**config.mk**
```make
export PLATFORM = sky130hd
export DESIGN_NAME = mpadder_seq_flat
export DESIGN_NICKNAME = d
export VERILOG_FILES = /design/src/rtl/mpadder_pkg.sv /design/src/rtl/mpadder_seq_if.sv /design/src/rtl/mpadder_chunk_cnt.sv /design/src/rtl/mpadder_seq.sv /design/src/flat_wrapper.sv
export SDC_FILE = /design/constraint.sdc
export NUM_CORES = 1
export LEC_CHECK = 0
export BUFFER_PORTS_ARGS = -buffer_cell sky130_fd_sc_hd__buf_2
export CAP_MARGIN = 5
export CORE_MARGIN = 2
export CORE_UTILIZATION = 47
export DETAILED_ROUTE_END_ITERATION = 8
export GPL_TIMING_DRIVEN = 0
export HOLD_SLACK_MARGIN = 0.1
export PLACE_DENSITY = 0.71
export SETUP_SLACK_MARGIN = 0.02
export SYNTH_ARGS = -nofsm -noshare
export SYNTH_HDL_FRONTEND = slang
export SYNTH_SLANG_ARGS = --single-unit
```
**constraint.sdc**
```tcl
create_clock -name clk -period 2.1 [get_ports clk]
set_input_delay 0.21 -clock clk [delete_from_list [all_inputs] [get_ports clk]]
set_output_delay 0.21 -clock clk [all_outputs]
set_load 0.05 [all_outputs]
```
**src/rtl/mpadder_pkg.sv**
```systemverilog
// mpadder_pkg: shared definitions for the mpadder control sequencer.
//   state_t    - sequencer states
//   sel_t      - in_a operand select codes driven on dp_sel
//   CHUNK_W    - width of the adder chunk index
//   IDLE_CHUNK - chunk code driven when no chunk pass is active. Bit 3 set
//                freezes the adder's chunk carry register.
package mpadder_pkg;

    typedef enum logic [2:0] {
        IDLE,
        ADD_B,
        ADD_M,
        SHIFT,
        RESOLVE,
        SUB,
        DONE
    } state_t;

    typedef enum logic [1:0] {
        SEL_ZERO = 2'b00,
        SEL_B    = 2'b01,
        SEL_M    = 2'b10
    } sel_t;

    localparam int                CHUNK_W    = 4;
    localparam logic [CHUNK_W-1:0] IDLE_CHUNK = 4'd8;

endpackage

```
**src/rtl/mpadder_seq_if.sv**
```systemverilog
// mpadder_seq_if: bundle between the Montgomery sequencer and its
// surroundings (start/done interface plus the adder control lines).
//   master modport : the sequencer (drives bit_idx, dp_*, busy, done, sub_err)
//   slave modport  : top level / datapath (drives start, a_bit, dp_czero,
//                    dp_sub_done)
// Parameter NBITS sets the bit_idx width ($clog2(NBITS)).
interface mpadder_seq_if #(
    parameter int NBITS = 512
);
    import mpadder_pkg::*;

    localparam int IDX_W = (NBITS > 1) ? $clog2(NBITS) : 1;

    logic               start;
    logic               a_bit;
    logic               dp_czero;
    logic               dp_sub_done;
    logic [IDX_W-1:0]   bit_idx;
    logic               dp_enable_c;
    logic               dp_shift;
    logic               dp_subtract;
    logic [CHUNK_W-1:0] dp_chunk;
    logic [1:0]         dp_sel;
    logic               busy;
    logic               done;
    logic               sub_err;

    modport master (
        input  start, a_bit, dp_czero, dp_sub_done,
        output bit_idx, dp_enable_c, dp_shift, dp_subtract, dp_chunk, dp_sel,
               busy, done, sub_err
    );

    modport slave (
        output start, a_bit, dp_czero, dp_sub_done,
        input  bit_idx, dp_enable_c, dp_shift, dp_subtract, dp_chunk, dp_sel,
               busy, done, sub_err
    );

endinterface

```
**src/rtl/mpadder_chunk_cnt.sv**
```systemverilog
// mpadder_chunk_cnt: modulo-NCHUNK chunk counter shared by the resolve and
// subtract passes.
//   clk, reset : clock, synchronous active-high reset
//   clear      : synchronous clear to 0
//   enable     : advance; wraps to 0 after NCHUNK-1
//   count      : current chunk index
//   last       : count == NCHUNK-1
module mpadder_chunk_cnt #(
    parameter int NCHUNK = 5,
    parameter int W      = 4
) (
    input  logic         clk,
    input  logic         reset,
    input  logic         clear,
    input  logic         enable,
    output logic [W-1:0] count,
    output logic         last
);

    logic [W-1:0] count_reg;

    always_ff @(posedge clk) begin
        if (reset || clear) begin
            count_reg <= '0;
        end else if (enable) begin
            count_reg <= last ? '0 : count_reg + 1'b1;
        end
    end

    assign last  = (count_reg == W'(NCHUNK - 1));
    assign count = count_reg;

endmodule

```
**src/rtl/mpadder_seq.sv**
```systemverilog
// mpadder_seq: control FSM that runs the 514-bit carry-save mpadder through
// one Montgomery multiply: per-bit ADD_B/ADD_M/SHIFT loop, one carry-resolve
// chunk pass, then up to MAX_SUB conditional-subtract chunk passes.
//   clk, reset : clock, synchronous active-high reset
//   bus        : mpadder_seq_if.master (start/done/busy/sub_err plus adder
//                controls dp_enable_c, dp_shift, dp_subtract, dp_chunk,
//                dp_sel and the loop index bit_idx)
// Optional build macro MPADDER_SEQ_SKIP_EN: zero multiplier bits skip the
// idle ADD_B cycle; a_bit must then present the bit for the upcoming index
// during IDLE (on start) and SHIFT.
module mpadder_seq
    import mpadder_pkg::*;
#(
    parameter int NBITS   = 512,
    parameter int NCHUNK  = 5,
    parameter int MAX_SUB = 3
) (
    input logic           clk,
    input logic           reset,
    mpadder_seq_if.master bus
);

    localparam int IDX_W = (NBITS > 1) ? $clog2(NBITS) : 1;
    localparam int SUB_W = (MAX_SUB > 1) ? $clog2(MAX_SUB) : 1;

    state_t             state_reg, state_next;
    logic [IDX_W-1:0]   bit_idx_reg, bit_idx_next;
    logic [SUB_W-1:0]   sub_cnt_reg, sub_cnt_next;
    logic               sub_err_reg, sub_err_next;

    logic               cnt_clr, cnt_en, cnt_last;
    logic [CHUNK_W-1:0] cnt_val;

    logic               enable_c, shift, subtract, busy, done;
    logic [CHUNK_W-1:0] chunk;
    logic [1:0]         sel;
    logic               skip_zero;

`ifdef MPADDER_SEQ_SKIP_EN
    // A zero multiplier bit needs no B add, so go straight to ADD_M.
    assign skip_zero = ~bus.a_bit;
`else
    assign skip_zero = 1'b0;
`endif

    mpadder_chunk_cnt #(
        .NCHUNK (NCHUNK),
        .W      (CHUNK_W)
    ) u_chunk_cnt (
        .clk    (clk),
        .reset  (reset),
        .clear  (cnt_clr),
        .enable (cnt_en),
        .count  (cnt_val),
        .last   (cnt_last)
    );

    always_ff @(posedge clk) begin
        if (reset) begin
            state_reg   <= IDLE;
            bit_idx_reg <= '0;
            sub_cnt_reg <= '0;
            sub_err_reg <= 1'b0;
        end else begin
            state_reg   <= state_next;
            bit_idx_reg <= bit_idx_next;
            sub_cnt_reg <= sub_cnt_next;
            sub_err_reg <= sub_err_next;
        end
    end

    always_comb begin
        state_next   = state_reg;
        bit_idx_next = bit_idx_reg;
        sub_cnt_next = sub_cnt_reg;
        sub_err_next = sub_err_reg;
        enable_c     = 1'b0;
        shift        = 1'b0;
        subtract     = 1'b0;
        chunk        = IDLE_CHUNK;
        sel          = SEL_ZERO;
        busy         = 1'b1;
        done         = 1'b0;
        cnt_clr      = 1'b0;
        cnt_en       = 1'b0;

        case (state_reg)
            IDLE: begin
                busy    = 1'b0;
                cnt_clr = 1'b1;
                if (bus.start) begin
                    bit_idx_next = '0;
                    sub_cnt_next = '0;
                    sub_err_next = 1'b0;
                    state_next   = skip_zero ? ADD_M : ADD_B;
                end
            end
            ADD_B: begin
                if (bus.a_bit) begin
                    enable_c = 1'b1;
                    sel      = SEL_B;
                end
                state_next = ADD_M;
            end
            ADD_M: begin
                // dp_czero already includes this bit's B add.
                if (bus.dp_czero) begin
                    enable_c = 1'b1;
                    sel      = SEL_M;
                end
                state_next = SHIFT;
            end
            SHIFT: begin
                shift = 1'b1;
                if (bit_idx_reg == IDX_W'(NBITS - 1)) begin
                    state_next = RESOLVE;
                end else begin
                    bit_idx_next = bit_idx_reg + 1'b1;
                    state_next   = skip_zero ? ADD_M : ADD_B;
                end
            end
            RESOLVE: begin
                chunk  = cnt_val;
                cnt_en = 1'b1;
                if (cnt_last) begin
                    state_next = SUB;
                end
            end
            SUB: begin
                subtract = 1'b1;
                chunk    = cnt_val;
                cnt_en   = 1'b1;
                // The adder's finished flag is only meaningful on the last chunk.
                if (cnt_last) begin
                    if (bus.dp_sub_done) begin
                        state_next = DONE;
                    end else if (sub_cnt_reg == SUB_W'(MAX_SUB - 1)) begin
                        sub_err_next = 1'b1;
                        state_next   = DONE;
                    end else begin
                        sub_cnt_next = sub_cnt_reg + 1'b1;
                    end
                end
            end
            DONE: begin
                done       = 1'b1;
                state_next = IDLE;
            end
            default: begin
                state_next = IDLE;
            end
        endcase
    end

    assign bus.bit_idx     = bit_idx_reg;
    assign bus.dp_enable_c = enable_c;
    assign bus.dp_shift    = shift;
    assign bus.dp_subtract = subtract;
    assign bus.dp_chunk    = chunk;
    assign bus.dp_sel      = sel;
    assign bus.busy        = busy;
    assign bus.done        = done;
    assign bus.sub_err     = sub_err_reg;

endmodule

```
**src/flat_wrapper.sv**
```systemverilog
// flat-port wrapper written by rule: the top's interface ports become plain ports
module mpadder_seq_flat import mpadder_pkg::*;
#(
    parameter int NBITS   = 512,
    parameter int NCHUNK  = 5,
    parameter int MAX_SUB = 3
)
  (clk, reset, bus_start, bus_a_bit, bus_dp_czero, bus_dp_sub_done, bus_bit_idx, bus_dp_enable_c, bus_dp_shift, bus_dp_subtract, bus_dp_chunk, bus_dp_sel, bus_busy, bus_done, bus_sub_err);
  mpadder_seq_if #(.NBITS(NBITS)) bus_i ();
  input logic clk;
  input logic reset;
  input wire logic [$bits(bus_i.start)-1:0] bus_start;
  input wire logic [$bits(bus_i.a_bit)-1:0] bus_a_bit;
  input wire logic [$bits(bus_i.dp_czero)-1:0] bus_dp_czero;
  input wire logic [$bits(bus_i.dp_sub_done)-1:0] bus_dp_sub_done;
  output wire logic [$bits(bus_i.bit_idx)-1:0] bus_bit_idx;
  output wire logic [$bits(bus_i.dp_enable_c)-1:0] bus_dp_enable_c;
  output wire logic [$bits(bus_i.dp_shift)-1:0] bus_dp_shift;
  output wire logic [$bits(bus_i.dp_subtract)-1:0] bus_dp_subtract;
  output wire logic [$bits(bus_i.dp_chunk)-1:0] bus_dp_chunk;
  output wire logic [$bits(bus_i.dp_sel)-1:0] bus_dp_sel;
  output wire logic [$bits(bus_i.busy)-1:0] bus_busy;
  output wire logic [$bits(bus_i.done)-1:0] bus_done;
  output wire logic [$bits(bus_i.sub_err)-1:0] bus_sub_err;
  assign bus_i.start = bus_start;
  assign bus_i.a_bit = bus_a_bit;
  assign bus_i.dp_czero = bus_dp_czero;
  assign bus_i.dp_sub_done = bus_dp_sub_done;
  assign bus_bit_idx = bus_i.bit_idx;
  assign bus_dp_enable_c = bus_i.dp_enable_c;
  assign bus_dp_shift = bus_i.dp_shift;
  assign bus_dp_subtract = bus_i.dp_subtract;
  assign bus_dp_chunk = bus_i.dp_chunk;
  assign bus_dp_sel = bus_i.dp_sel;
  assign bus_busy = bus_i.busy;
  assign bus_done = bus_i.done;
  assign bus_sub_err = bus_i.sub_err;
  mpadder_seq #(.NBITS(NBITS), .NCHUNK(NCHUNK), .MAX_SUB(MAX_SUB)) u_core (.clk(clk), .reset(reset), .bus(bus_i));
endmodule
```
Word-level counts from Yosys, hierarchy flattened
Index checks and enable logic that the tools add are counted.

operators by class
  add/sub/neg operators = 3
  eq/ne operators = 17
  multiplexer cells = 34
  reductions and logical operators = 9

operators with widths
  operator               count
  $mux W3                6
  $mux W9                2
  $pmux W3 S6            1
  $pmux W9 S2            1
  $mux W1                13
  $ne A2 B2 Y1 const B   6
  $mux W2                5
  $reduce_and A5 Y1      2
  $add A9 B1 Y9 const B  1
  $eq A3 B3 Y1 const B   3
  $eq A9 B9 Y1 const B   1
  $mux W4                2
  $pmux W2 S2            2
  $eq A3 B2 Y1 const B   2
  $add A4 B1 Y4 const B  1
  $eq A4 B3 Y1 const B   1
  $pmux W1 S2            2
  $reduce_and A4 Y1      1
  $reduce_bool A2 Y1     2
  $eq A3 B1 Y1 const B   1
  $logic_not A3 Y1       1
  $ne A3 B2 Y1 const B   1
  $reduce_and A3 Y1      1
  $add A2 B1 Y2 const B  1
  4 further kinds        4

word-level totals
  flip-flop bits (word level) = 19
  bits of input ports = 6
  output and inout port bits = 21
  word-level logic and storage cells = 68

Longest topological paths before layout
  depth in word-level cells = 5
  gate-level depth with buffers = 8
  mapped depth without buffers = 7

Hierarchy
A second synthesis with hierarchy kept.

unflattened totals
  cell total of the unflattened synthesis = 135
  area, all modules = 1,183.6 um^2

modules (own cells, without submodules)
  module             times used  cells an instance  area each (um^2)
  mpadder_seq        1           115                991.0
  mpadder_chunk_cnt  1           20                 192.7

Worst setup path after synthesis
OpenSTA, ideal clock, no wires.

  path type = register -> register
  start point = register u_core.bit_idx_reg[0], in the netlist u_core.bus.bit_idx[0]
  end point = register u_core.bit_idx_reg[6], in the netlist u_core.bus.bit_idx[6]
  library setup time = 121 ps
  arrival = 2,144 ps
  path slack = -164 ps
  cell stages (with the launch flop) = 9
  clock period less this slack = 2,264 ps
  path through = dfxtp_1 > ha_1 > nand3_1 > nor2_1 > ha_1 > nand4bb_1 > buf_1 > a211oi_1 > mux2_2

on the way
  word-level cells in the longest chain between the ends = 3

RTL lines
  what                                                     line                                    RTL
  start: declaration                                       mpadder_seq.sv:27                       logic [IDX_W-1:0] bit_idx_reg, bit_idx_next;
  start signal: assignment                                 mpadder_seq.sv:66                       bit_idx_reg <= bit_idx_next;
  $add A9 B1 Y9 / $eq A9 B9 Y1 (equally long branches)     mpadder_seq.sv:118, mpadder_seq.sv:115
  $mux W9 / $ne A2 B2 Y1 (equally long branches)           --
  $pmux W9 S2 / $reduce_and A3 Y1 (equally long branches)  --

Parallel ways exist; a longest one is shown, timed or not. The select of a mux whose other input is x is not followed.
A chain may end at the register's enable or synchronous reset.

Worst setup path after layout
  start point = register u_core.bit_idx_reg[0], in the netlist u_core.bus.bit_idx[0]
  end point = register u_core.bit_idx_reg[7], in the netlist u_core.bus.bit_idx[7]

The elaborated chain is that of the path after synthesis.

==> metrics.md <==
| Metric | Value |
|---|---|
| Layout cells sized above 1 | `0.349` |
| CP Class | `reg -> reg` |
| Final Setup Violations | `0` |
| Yosys warning count | `0` |
| Fin nets | `between 150 and 200` |
| Most frequent cells in the layout | `buf_2 (27), dfxtp_1 (15), a21oi_1 (12), nand3_1 (9), nor2_1 (7)` |
| Antenna Violating Nets Remaining | `0` |
| Worst path max stage delay | `0.38 ns` |
| Top delay family on crit path | `adder cells` |
| Synthesized instance count | `139` |
| Ant. Diodes | `0` |
| Most frequent CP cell | `ha_2` |
| Min-Delay Path Class | `in -> reg` |
| Grt ovf | `0` |
| CP required | `2.30 ns` |
| Max FO, Critical Path | `10` |
| Max_slew headroom | `0.575` |
| Die X | `54.3 µm` |
| Power density cells | `522 nW/µm²` |
| Worst skew pair latency | `~0.3 ns` |
| First DRT Iteration DRCs | `14` |
| Critical Path AT | `2.17 ns` |
| Synth area leaders | `dfxtp_1 (32%), mux2_2 (5.7%), ha_1 (5.3%)` |
| Max reg flops | `9` |
| Fin Setup TNS | `0 ns` |
| Worst IR drop on VDD | `0.469 mV` |
| Pin count of the biggest net entering global routing | `11` |
| Total setup buffers inserted after CTS | `0` |
| Initial core utilization | `0.489` |
| CTS sink count | `19` |
| DRC viols | `0` |
| Die Y | `54.3 µm` |
| Synth area leader | `dfxtp_1` |
| Crit path time final | `1.97 ns` |
| Worst path bufs/invs | `1` |
| Total Routed Length | `~2700 µm` |
| Core Footprint | `roughly 2400 µm²` |
| Max-capacitance violation count | `0` |
| Antenna violations before repair | `0` |
| Final Power | `0.000742 W` |
| P&R area growth vs syn | `19.6%` |
| Synth cell types | `38` |
| Die area | `2950 µm²` |
| Tightest Pin Transition | `0.635 ns` |
| RSZ-0062 raised after global routing | `false` |
| Clock Tree Buf Depth | `2` |
| Seq cells post-synth | `19` |
| Status | `completed` |
| Net Count, Synth | `150` |
| Fin crit share | `0.939` |
| Vias/cell | `5.73` |
| Drt pass-1 iters | `4` |
| Fin. Hold Viols | `0` |
| H-tree levels | `1` |
| Post-synthesis sequential area ratio | `0.320` |
| Post-Syn Area | `1190 µm²` |
| Slowest CP cell | `dfxtp_4` |
| Via count | `1141` |
| Commonest non-fill, non-tap cell in the layout | `buf_2` |
| First-pass GRT wire length | `between 4000 and 5000 µm` |
| CTS tree | `yes` |
| Clock root buffer | `clkbuf_4` |
| Dpl hpwl | `about 2000 µm` |
| Syn Area/Cell | `8.55 µm²` |
| Vias in the first global route | `965` |
| Total CTS buffers | `3` |
| Crit end category | `register` |
| Final Max Slew Viols | `0` |
| I/O pins | `27` |
| GPL Wtd Cong | `around 0.87` |
| PortBufs | `26` |
| Post-synth top area share | `0.320` |
| Rows | `18` |
| Max Fclk | `507 MHz` |
| CP Launch Type | `register` |
| Leakage | `0.582 nW` |
| Worst path cell trace | `ha_2 -> nand3_1 -> nor2_1 -> ha_2 -> nand4bb_1 -> buf_6 -> a211oi_2 -> mux2_2` |
| Clk slew on worst S/H paths | `0.11 ns` |
| WL/cell | `13.5 µm` |
| Worst Clk Skew | `0.00401 ns` |
| Total GRT Usage | `0.203` |
[where the power goes]
group | internal, W | switching, W | total [W] | leakage [nW]
Combinational | 0.0000607 | 0.000114 | 0.000175 | 0.412
Clock | 0.0000741 | 0.000116 | 0.000190 | 0.0150
Sequential | 0.000368 | 0.00000922 | 0.000377 | 0.156
[final timing paths]
check | cells past startpoint | start | slack (ns) | endpoint
setup reg to reg | 8 | u_core.bus.bit_idx[0] | 0.13 | u_core.bus.bit_idx[7]
setup / recovery | 8 | u_core.bus.bit_idx[0] | 0.13 | u_core.bus.bit_idx[7]
hold / removal | 3 | reset | 0.21 | u_core.sub_cnt_reg[0]
hold reg to reg | 2 | u_core.bus.bit_idx[8] | 0.50 | u_core.bus.bit_idx[8]
[worst min-delay path: stages]
cell and delay, ns:
buf_2 0.10, or3_1 0.10, mux2i_1 0.06
[cells by family (layout without fill, tap and decap cells)]
group / count (synthesis) / in the layout / synth area share
AO/OA/AOI/OAI: 24 / 24 / 0.129
adder cells (fa/ha/maj): 5 / 5 / 0.0526
AND/OR/NAND/NOR: 67 / 67 / 0.355
multiplexers: 9 / 9 / 0.0821
buffers and inverters: 15 / 45 / 0.0610
flip-flops: 19 / 19 / 0.320
[final cells by class]
type	count	area [µm²]
Buffer	10	65.1
Clock buffer	4	26.3
Fill cell	224	1010
Inverter	5	18.8
Multi-Input combinational cell	105	756
Sequential cell	19	388
Tap cell	30	37.5
Timing Repair Buffer	26	130
[metal layers]
layer | GRT usage | wire length, µm | up-vias
li1 | - | - | 566
met1 | 0.266 | 1240 | 540
met2 | 0.315 | 1250 | 29
met3 | 0.0710 | 167 | 6
met4 | 0.0542 | 31 | 0
met5 | 0 | 0 | -
[through the flow]
stage	util	worst slack, ns	hold slack [ns]	std cells	cell area (µm²)
final	0.584	0.127	0.213	199	1420
after global routing	0.584	0.0172	0.200	199	1420
after CTS	0.572	0.0268	0.201	199	1390
after detailed placement	0.560	0.0402	0.479	195	1360
after global placement	0.560	0.0394	0.476	195	1360
after floorplan	-	0.0563	0.393	139	1190
[timing repair]
| item | in CTS | in global routing |
|---|---|---|
| gates resized for setup | 2 | 12 |
| hold buffers | 0 | 0 |
| endpoints found under the hold margin | 0 | 0 |
| setup endpoints to repair | 2 | 8 |
[synth_stat cells (all sizes together)]
library cell  number
a211o              1
a211oi             4
a21o               1
a21oi             12
a41oi              1
and2               2
and3               2
and3b              3
buf                4
clkbuf             6
dfxtp             19
ha                 5
inv                5
mux2               6
mux2i              3
nand2              6
nand2b             5
nand3              9
nand3b             2
nand4              2
nand4b             1
nand4bb            1
nor2               7
nor2b              3
nor3               6
nor3b              6
nor4b              2
nor4bb             1
o21ai              2
o21bai             1
o31ai              1
o41ai              1
or2                3
or3                5
or4b               1
No activity file was read; power rests on OpenSTA's default activity.
